`src/rtl/inst_fetch_queue.sv`:
```
// Byte-serial instruction fetch with pre-decode and a circular queue that feeds the ROB.
// Optional macro FETCH_PREDICT_EN: statically redirect fetch to the JAL target when a JAL is pushed.
module inst_fetch_queue #(
   parameter int unsigned IQ_DEPTH = 4,
   parameter logic [31:0] RESET_PC = 32'h0
) (
   input  logic        clk_in,
   input  logic        rst_in,
   input  logic        rdy_in,
   input  logic        mem_grant,
   input  logic [7:0]  mem_din,
   output logic        mem_req,
   output logic [31:0] mem_a,
   input  logic        rob_full,
   input  logic        flush_in,
   input  logic [31:0] flush_pc,
   output logic        have_input,
   output logic [31:0] instr_input,
   output logic [31:0] instr_input_pc,
   output logic [16:0] opcode_if,
   output logic [4:0]  rd_if,
   output logic [4:0]  rs1_if,
   output logic [4:0]  rs2_if,
   output logic [31:0] imm_if
);
   localparam int unsigned PtrW = $clog2(IQ_DEPTH);
   localparam int unsigned CntW = $clog2(IQ_DEPTH + 1);
   localparam logic [CntW-1:0] CntFull = CntW'(IQ_DEPTH);
   localparam logic [6:0] OpJal = 7'b1101111;

   typedef enum logic [1:0] {StIdle, StIssue, StPush} state_e;

   function automatic logic [31:0] decode_imm(input logic [31:0] w);
      logic [31:0] imm;
      imm = '0;
      case (w[6:0])
         7'b0000011, 7'b1100111: imm = {{20{w[31]}}, w[31:20]};
         // funct3 001/101 are the shift-immediates: shamt is unsigned
         7'b0010011: imm = (w[13:12] == 2'b01) ? {27'b0, w[24:20]} : {{20{w[31]}}, w[31:20]};
         7'b0100011: imm = {{20{w[31]}}, w[31:25], w[11:7]};
         7'b1100011: imm = {{20{w[31]}}, w[7], w[30:25], w[11:8], 1'b0};
         7'b0110111, 7'b0010111: imm = {w[31:12], 12'b0};
         OpJal: imm = {{12{w[31]}}, w[19:12], w[20], w[30:21], 1'b0};
         default: imm = '0;
      endcase
      return imm;
   endfunction

   state_e          state_q, state_d;
   logic [1:0]      k_q, k_d, pend_idx_q, pend_idx_d;
   logic            pend_q, pend_d;
   logic [31:0]     pc_q, pc_d, word_q, word_d, word_cur, push_imm;
   logic [PtrW-1:0] head_q, head_d, tail_q, tail_d;
   logic [CntW-1:0] count_q, count_d;
   logic            issue, push, pop, not_empty;
   logic [31:0]     head_word;

   logic [31:0] q_word [IQ_DEPTH];
   logic [31:0] q_pc   [IQ_DEPTH];
   logic [31:0] q_imm  [IQ_DEPTH];

   // Byte returning this cycle is merged in so PUSH can use the fourth byte without extra delay.
   always_comb begin
      word_cur = word_q;
      if (pend_q) word_cur[{pend_idx_q, 3'b000} +: 8] = mem_din;
   end

   assign push_imm  = decode_imm(word_cur);
   assign not_empty = (count_q != '0);
   assign issue     = (state_q == StIssue) && rdy_in && mem_grant;
   assign push      = (state_q == StPush) && rdy_in && !flush_in;
   assign pop       = have_input && !flush_in;

   always_comb begin
      state_d    = state_q;
      k_d        = k_q;
      pc_d       = pc_q;
      head_d     = head_q;
      tail_d     = tail_q;
      count_d    = count_q;
      word_d     = word_cur;
      pend_d     = issue;
      pend_idx_d = k_q;
      if (rdy_in && flush_in) begin
         state_d = StIdle;
         k_d     = '0;
         pc_d    = flush_pc;
         head_d  = '0;
         tail_d  = '0;
         count_d = '0;
         pend_d  = 1'b0;
      end else if (rdy_in) begin
         unique case (state_q)
            StIdle: if (count_q < CntFull) state_d = StIssue;
            StIssue: begin
               if (issue) begin
                  k_d = k_q + 2'd1;
                  if (k_q == 2'd3) state_d = StPush;
               end
            end
            StPush: begin
               state_d = StIdle;
               tail_d  = tail_q + PtrW'(1);
               pc_d    = pc_q + 32'd4;
`ifdef FETCH_PREDICT_EN
               if (word_cur[6:0] == OpJal) pc_d = pc_q + push_imm;
`endif
            end
            default: state_d = StIdle;
         endcase
         if (pop) head_d = head_q + PtrW'(1);
         if (push && !pop) count_d = count_q + CntW'(1);
         else if (pop && !push) count_d = count_q - CntW'(1);
      end
   end

   always_ff @(posedge clk_in) begin
      if (rst_in) begin
         state_q    <= StIdle;
         k_q        <= '0;
         pc_q       <= RESET_PC;
         head_q     <= '0;
         tail_q     <= '0;
         count_q    <= '0;
         word_q     <= '0;
         pend_q     <= 1'b0;
         pend_idx_q <= '0;
      end else begin
         state_q    <= state_d;
         k_q        <= k_d;
         pc_q       <= pc_d;
         head_q     <= head_d;
         tail_q     <= tail_d;
         count_q    <= count_d;
         word_q     <= word_d;
         pend_q     <= pend_d;
         pend_idx_q <= pend_idx_d;
      end
   end

   always_ff @(posedge clk_in) begin
      if (!rst_in && push) begin
         q_word[tail_q] <= word_cur;
         q_pc[tail_q]   <= pc_q;
         q_imm[tail_q]  <= push_imm;
      end
   end

   assign mem_req    = (state_q == StIssue) && rdy_in;
   assign mem_a      = (state_q == StIssue) ? pc_q + {30'b0, k_q} : '0;
   assign have_input = rdy_in && not_empty && !rob_full;

   // Entries are not reset, so the head is masked while the queue is empty.
   assign head_word      = not_empty ? q_word[head_q] : '0;
   assign instr_input    = head_word;
   assign instr_input_pc = not_empty ? q_pc[head_q] : '0;
   assign imm_if         = not_empty ? q_imm[head_q] : '0;
   assign opcode_if      = {head_word[31:25], head_word[14:12], head_word[6:0]};
   assign rd_if          = head_word[11:7];
   assign rs1_if         = head_word[19:15];
   assign rs2_if         = head_word[24:20];
endmodule

```
`config.mk`:
```
export PLATFORM = sky130hd
export DESIGN_NAME = inst_fetch_queue
export DESIGN_NICKNAME = d
export VERILOG_FILES = /design/src/rtl/inst_fetch_queue.sv
export SDC_FILE = /design/constraint.sdc
export NUM_CORES = 1
export LEC_CHECK = 0
export ABC_AREA = 0
export CAP_MARGIN = 20
export CORE_MARGIN = 4
export CORE_UTILIZATION = 57
export DETAILED_ROUTE_END_ITERATION = 7
export GPL_TIMING_DRIVEN = 0
export MAX_ROUTING_LAYER = met4
export PLACE_DENSITY = 0.84
export SYNTH_ARGS = -nofsm -noshare
export SYNTH_HDL_FRONTEND = slang
export SYNTH_SLANG_ARGS = --single-unit
```
`constraint.sdc`:
```
create_clock -name clk_in -period 5.23 [get_ports clk_in]
set_input_delay 1.046 -clock clk_in [delete_from_list [all_inputs] [get_ports clk_in]]
set_output_delay 1.046 -clock clk_in [all_outputs]
set_load 0.01 [all_outputs]
```
==> flow_summary_export.csv, run 1 <==
group,metric,value,unit
setup_path,path_class,"flop to output port",
clock_network,hold_buffers,0,
sta,finalHoldViolations,0,
cells_and_area,finalCoreUtilization,0.708,
run,cap_violations,0,
clock_network,clock_sinks,464,
yosys,synth_warnings,0,
sta,drv_slew,0,
clock_network,ctsResizeCount,0,
drt,drc_errors,0,
clock_network,root_buffer,"clkbuf_16",
global_routing,grt_pass1_vias,12500,
cells_and_area,layout-drive-gt1-share,0.151,
yosys,async_reset_ff_frac,0,
sta,maxSlewHeadroom,0.406,
pwr,p_total,7.38,mW
setup_path,endpoint_kind,"output port",
cells_and_area,nets,1625,
floorplan,die_x,194,um
worst_hold_path,holdCritPathClass,"flop to flop",
drt,final_antenna_net_count,0,
pwr,p_leak,8.06,nW
yosys,synthCells,1306,
global_routing,grt_pass1_wl,73.8,mm
sta,rsz0062_at_grt,"false",
sta,period_minus_slack,4.84,ns
drt,wire_per_inst,23.5,um
placed_design,placed_area,22400,sq um
setup_path,reg2reg_from,"pend_idx_q[0]",
drt,vias_per_cell,6.01,
floorplan,die_area,37600,sq um
status,outcome,"complete, no violations",
yosys,synth_commonest_cells,"edfxtp_1 (384), nor2_1 (106), nor2b_1 (106)",
clock_network,cts_tree,"built",
clock_network,cts_buffers,44,
floorplan,fp.dieH,194,um
yosys,synth_top_cells_by_area,"edfxtp_1 (59%), mux4_2 (11%), dfxtp_1 (8.1%)",
drt,drt_wl_total,48.2,mm
floorplan,core,33800,sq um
yosys,synth_top_area_frac,0.586,
yosys,ys_ff_latch,464,
clock_network,clk_pin_slew_worst_paths,0.06,ns
cells_and_area,antenna_cells,0,
placed_design,routabilityCongestion,0.905,
floorplan,ios,208,
setup_path,arrival,3.79,ns
clock_network,cts_max_level,2,
pwr,power.density,309,nW/um^2
clock_network,cts_buffer_depth,3,
yosys,synth_top_area_cell,"edfxtp_1",
global_routing,grt_max_degree,58,
sta,fmax,207,MHz
placed_design,hpwl,32.1,mm
clock_network,insertion_delay,0.56,ns
cells_and_area,area_growth,21.5,%
setup_path,cp_max_fo,10,
clock_network,cts_setup_buffers,0,
global_routing,antenna_found_initial,0,
yosys,syn_area_per_cell,15.1,sq um
sta,tightestPinTransition,0.889,ns
sta,skew,0.0184,ns
yosys,ys_seq_area_frac,0.667,
yosys,synth-main-ff-cell,"edfxtp_1",
drt,drt_iter0_drc,1352,
worst_hold_path,min_to,"tail_q[1]",
cells_and_area,stdcell_area,23900,sq um
sta,setup-tns-final,0,ns
sta,setup_viol,0,
global_routing,overflow,0,
yosys,syn_area,19700,sq um
placed_design,io_buffers,207,
drt,firstDrtPassIters,5,
setup_path,reg2regPathDepth,9,
setup_path,worstPathRequired,4.18,ns
setup_path,start_kind,"flop",
yosys,syn_nets,1367,
floorplan,start_util,0.582,
worst_hold_path,min_from,"tail_q[1]",
pwr,max-vdd-ir-drop,0.278,mV
sta,fin_crit_sh,0.925,
yosys,synth_edf_count,384,
setup_path,r2r_slack,1.73,ns
setup_path,r2r-end,"q_imm[0][10]",
drt,vias,12300,
floorplan,rows,67,
global_routing,grt_usage,0.258,
yosys,synth.most_common_cell,"edfxtp_1",
worst_hold_path,hold_depth,2,
yosys,synth_cell_types,63,
[registers in the layout (all words and copies together), names as in the netlist, named ones only]
name        cells
pend_q          1
state_q         2
pc_q           32
q_imm         128
q_pc          128
head_q          2
pend_idx_q      2
word_q         32
tail_q          2
count_q         3
k_q             2
q_word        128
[placed cells by master (no fill, tap or decap), types with 25 or more instances in the layout]
master | netlist | layout
clkdlybuf4s50_1 | 0 | 207
inv_1 | 33 | 33
nor2b_1 | 106 | 106
clkbuf_1 | 49 | 58
a22oi_1 | 27 | 27
nor3_1 | 28 | 27
nand2_1 | 59 | 59
edfxtp_1 | 384 | 384
dfxtp_1 | 80 | 80
nor2_1 | 106 | 106
buf_4 | 33 | 33
nand3_1 | 25 | 25
a21oi_1 | 35 | 35
clkbuf_16 | 0 | 44
mux4_2 | 96 | 96
[worst max-delay path by stage]
stage	start	endpoint	slack, ns	cells after the start
after floorplan	rdy_in	q_imm[0][0]	0.55	6
after global placement	rdy_in	q_imm[1][13]	-2.29	7
after detailed placement	rdy_in	count_q[2]	0.62	13
after CTS	pc_q[0]	mem_a[28]	0.39	9
after global routing	pc_q[0]	mem_a[28]	0.18	9
final	pc_q[0]	mem_a[28]	0.39	9
[cell type report]
type                            count  area, sq um
Buffer                            107          551
Clock inverter                     25          268
Inverter                           35          131
Tap cell                          448          561
Timing Repair Buffer              212         2190
Clock buffer                       57         1190
Sequential cell                   464        13100
Fill cell                        2163         9880
Multi-Input combinational cell    700         5880
[per-stage QoR]
| stage | setup slack [ns] | instances | hold slack, ns |
|---|---|---|---|
| floorplan | 0.551 | 1306 | 0.455 |
| global placement | -2.29 | 1961 | 0.477 |
| detailed placement | 0.619 | 1966 | 0.496 |
| CTS | 0.386 | 2048 | 0.505 |
| global route | 0.184 | 2048 | 0.519 |
| finish | 0.391 | 2048 | 0.508 |
[metal layers]
layer / vias to the layer above / track usage / wire length (um) / part of all wire
met5: - / - / 0 / 0
met4: 0 / 0.0768 / 1450 / 0.030
met3: 104 / 0.0405 / 3740 / 0.078
met2: 642 / 0.411 / 23600 / 0.49
met1: 6124 / 0.353 / 19300 / 0.40
li1: 5443 / - / - / -
[worst max-delay path, stage by stage, from the launching register on]
cell	delay [ns]
dfxtp_1	0.53
ha_1	0.26
fa_1	0.17
clkbuf_1	0.48
and4_1	0.37
nand3_1	0.23
nor4_1	0.44
xnor2_1	0.11
nor2_1	0.10
clkdlybuf4s50_1	0.55
[kinds of logic (layout without fill, tap and decap cells)]
family / count (synthesis) / count (layout) / synth area share
AOI/OAI and AO/OA: 141 / 141 / 0.0489
xor gates and xnor gates: 47 / 47 / 0.0209
adders and majority gates: 15 / 15 / 0.0103
buffers and inverters: 142 / 436 / 0.0347
DFF: 464 / 464 / 0.667
muxes: 100 / 100 / 0.112
and+or+nand+nor: 397 / 397 / 0.106
[power breakdown]
group	internal (mW)	leakage [nW]	switching [mW]
sequential	3.97	4.46	0.0329
combinational	0.0760	2.90	0.102
clock	1.83	0.699	1.37
total	5.87	8.06	1.51
Note: power is estimated with default switching activity, not from simulation.
==> inputs of run 2 (changes only) <==
==> constraint.sdc (replaced) <==
create_clock -name clk_in -period 5.23 [get_ports clk_in]
set_input_delay 1.569 -clock clk_in [delete_from_list [all_inputs] [get_ports clk_in]]
set_output_delay 1.569 -clock clk_in [all_outputs]
set_load 0.01 [all_outputs]
==> flow_summary_export.csv, run 2 (same netlist as run 1, synthesis figures left out) <==
group,metric,value,unit
setup_path,cp_max_fo,10,
setup_path,slowest_stage,"clkdlybuf4s50_1",
placed_design,hpwl,32.1,mm
sta,finalHoldViolations,0,
global_routing,overflow,0,
floorplan,core,33800,sq um
global_routing,grt_pass1_vias,12500,
pwr,seqPwrFrac,0.543,
drt,wire_per_inst,23.5,um
cells_and_area,antenna_cells,0,
global_routing,antenna_found_initial,0,
cells_and_area,final_common_cell,"edfxtp_1",
floorplan,start_util,0.582,
pwr,switchingPower,1.51,mW
sta,period_minus_slack,5.11,ns
cells_and_area,layout-drive-gt1-share,0.156,
clock_network,cts_max_level,2,
cells_and_area,largestRegisters,"q_imm x128, q_pc x128, q_word x128",
floorplan,die_area,37600,sq um
setup_path,critPathMostFrequentCell,"clkdlybuf4s50_1",
cells_and_area,final_cell_mix,"edfxtp_1 (384), clkdlybuf4s50_1 (207), nor2b_1 (106)",
sta,tightestPinTransition,0.893,ns
placed_design,io_buffers,207,
setup_path,r2r-end,"q_imm[0][10]",
clock_network,insertion_delay,0.56,ns
clock_network,cts_buffers,44,
setup_path,cp_slowest_stage_delay,0.59,ns
clock_network,cts_tree,"built",
global_routing,grt_usage,0.259,
sta,fmax,196,MHz
floorplan,rows,67,
clock_network,clk_pin_slew_worst_paths,0.06,ns
setup_path,endpoint_kind,"output port",
sta,drv_slew,0,
drt,final_antenna_net_count,0,
drt,vias,12300,
clock_network,root_buffer,"clkbuf_16",
global_routing,grt_max_degree,58,
clock_network,clock_sinks,464,
sta,skew,0.0187,ns
worst_hold_path,holdCritPathClass,"flop to flop",
setup_path,reg2regPathDepth,9,
run,cap_violations,0,
setup_path,cp_cell_sequence,"clkdlybuf4s50_1 -> clkbuf_2 -> inv_1 -> nor2_2 -> clkdlybuf4s50_1",
pwr,p_clk_frac,0.433,
global_routing,grt_pass1_wl,73.8,mm
cells_and_area,area_growth,21.7,%
drt,drt_iter0_drc,1410,
pwr,internal-power,5.87,mW
pwr,p_leak,8.10,nW
setup_path,path_class,"input pin to output port",
status,outcome,"complete, no violations",
sta,rsz0062_at_grt,"false",
setup_path,start_kind,"input pin",
drt,firstDrtPassIters,6,
setup_path,reg2reg_from,"pend_idx_q[0]",
clock_network,cts_buffer_depth,3,
sta,setup_viol,0,
pwr,power.density,308,nW/um^2
setup_path,startpoint,"rdy_in",
floorplan,die_x,194,um
setup_path,r2r_slack,1.76,ns
setup_path,worstPathRequired,3.66,ns
sta,fin_crit_sh,0.978,
setup_path,crit_end,"mem_req",
placed_design,routabilityCongestion,0.905,
pwr,max-vdd-ir-drop,0.278,mV
setup_path,arrival,3.55,ns
floorplan,fp.dieH,194,um
cells_and_area,fillerInstances,2156,
cells_and_area,finalCoreUtilization,0.709,
sta,maxSlewHeadroom,0.403,
pwr,p_comb_frac,0.024,
drt,drt_wl_total,48.1,mm
drt,drc_errors,0,
cells_and_area,nets,1626,
floorplan,ios,208,
pwr,p_total,7.38,mW
drt,vias_per_cell,6.00,
pwr,p_sw_frac,0.204,
==> run 2: cell count changes in the layout (fill, tap and decap cells not counted) <==
| cell | previous run | this run |
|---|---|---|
| nor3_4 | 1 | 2 |
| nor2_2 | 0 | 1 |
| fa_1 | 2 | 1 |
| nor4_4 | 0 | 1 |
| fa_2 | 0 | 1 |
| clkbuf_2 | 0 | 2 |
| buf_4 | 33 | 35 |
| clkbuf_1 | 58 | 55 |
| dfxtp_1 | 80 | 79 |
| nor3_2 | 2 | 1 |
| dfxtp_2 | 0 | 1 |
| nor4_2 | 2 | 1 |
| nor2_1 | 106 | 105 |
==> run 2: final cells by class <==
cell class	instances	area, sq um	share of cell area
clock inverters	25	268	0.0112
clock buffers	57	1190	0.0497
repair buffers	214	2210	0.0922
plain buffers	106	549	0.0229
flip-flops and latches	464	13100	0.549
well taps	448	561	0.0234
inverters	35	131	0.00549
multi-input cells	700	5900	0.246
==> run 2: worst min path at each step <==
stage | start | to | slack (ns) | cells after the start
floorplan | pc_q[10] | q_pc[0][10] | 0.45 | 0
global placement | tail_q[1] | tail_q[1] | 0.48 | 2
detailed placement | pc_q[12] | q_pc[3][12] | 0.50 | 0
CTS | tail_q[1] | tail_q[1] | 0.50 | 2
global route | tail_q[1] | tail_q[1] | 0.52 | 2
finish | tail_q[1] | tail_q[1] | 0.51 | 2
==> run 2: repair_timing <==
item,in CTS,in global routing
endpoints found under the setup margin,6,6
hold buffers,0,0
buffers inserted,2,0
endpoints found under the hold margin,0,0
gates resized for setup,3,4
pin swaps,1,0
==> run 2: critical path: cells and delay by family <==
family	cells	cell delay, ns
buffers and inverters	4	1.68
and+or+nand+nor	1	0.29
==> run 2: power by group through the flow <==
stage / logic (mW) / clock network (mW) / registers, mW
floorplan: 0.0841 / 0 / 4.07
global placement: 0.171 / 0 / 4.08
detailed placement: 0.171 / 0 / 4.09
CTS: 0.173 / 3.22 / 4.01
global route: 0.189 / 3.39 / 4.01
finish: 0.178 / 3.20 / 4.01
==> run 2: through the flow <==
stage	worst slack (ns)	TNS [ns]	instance area [sq um]	hold slack [ns]	instances
floorplan	0.0284	0	19700	0.455	1306
global placement	-2.81	-1076.66	22300	0.477	1961
detailed placement	-0.171	-0.222	22400	0.496	1966
CTS	0.00783	0	23900	0.505	2049
global route	0.00189	0	23900	0.519	2049
finish	0.116	0	23900	0.508	2049
==> run 2: metal layers <==
metal	wire length, um	vias to the layer above	track usage
li1	-	5445	-
met1	19200	6114	0.353
met2	23800	623	0.412
met3	3730	105	0.0396
met4	1400	0	0.0763
met5	0	-	-
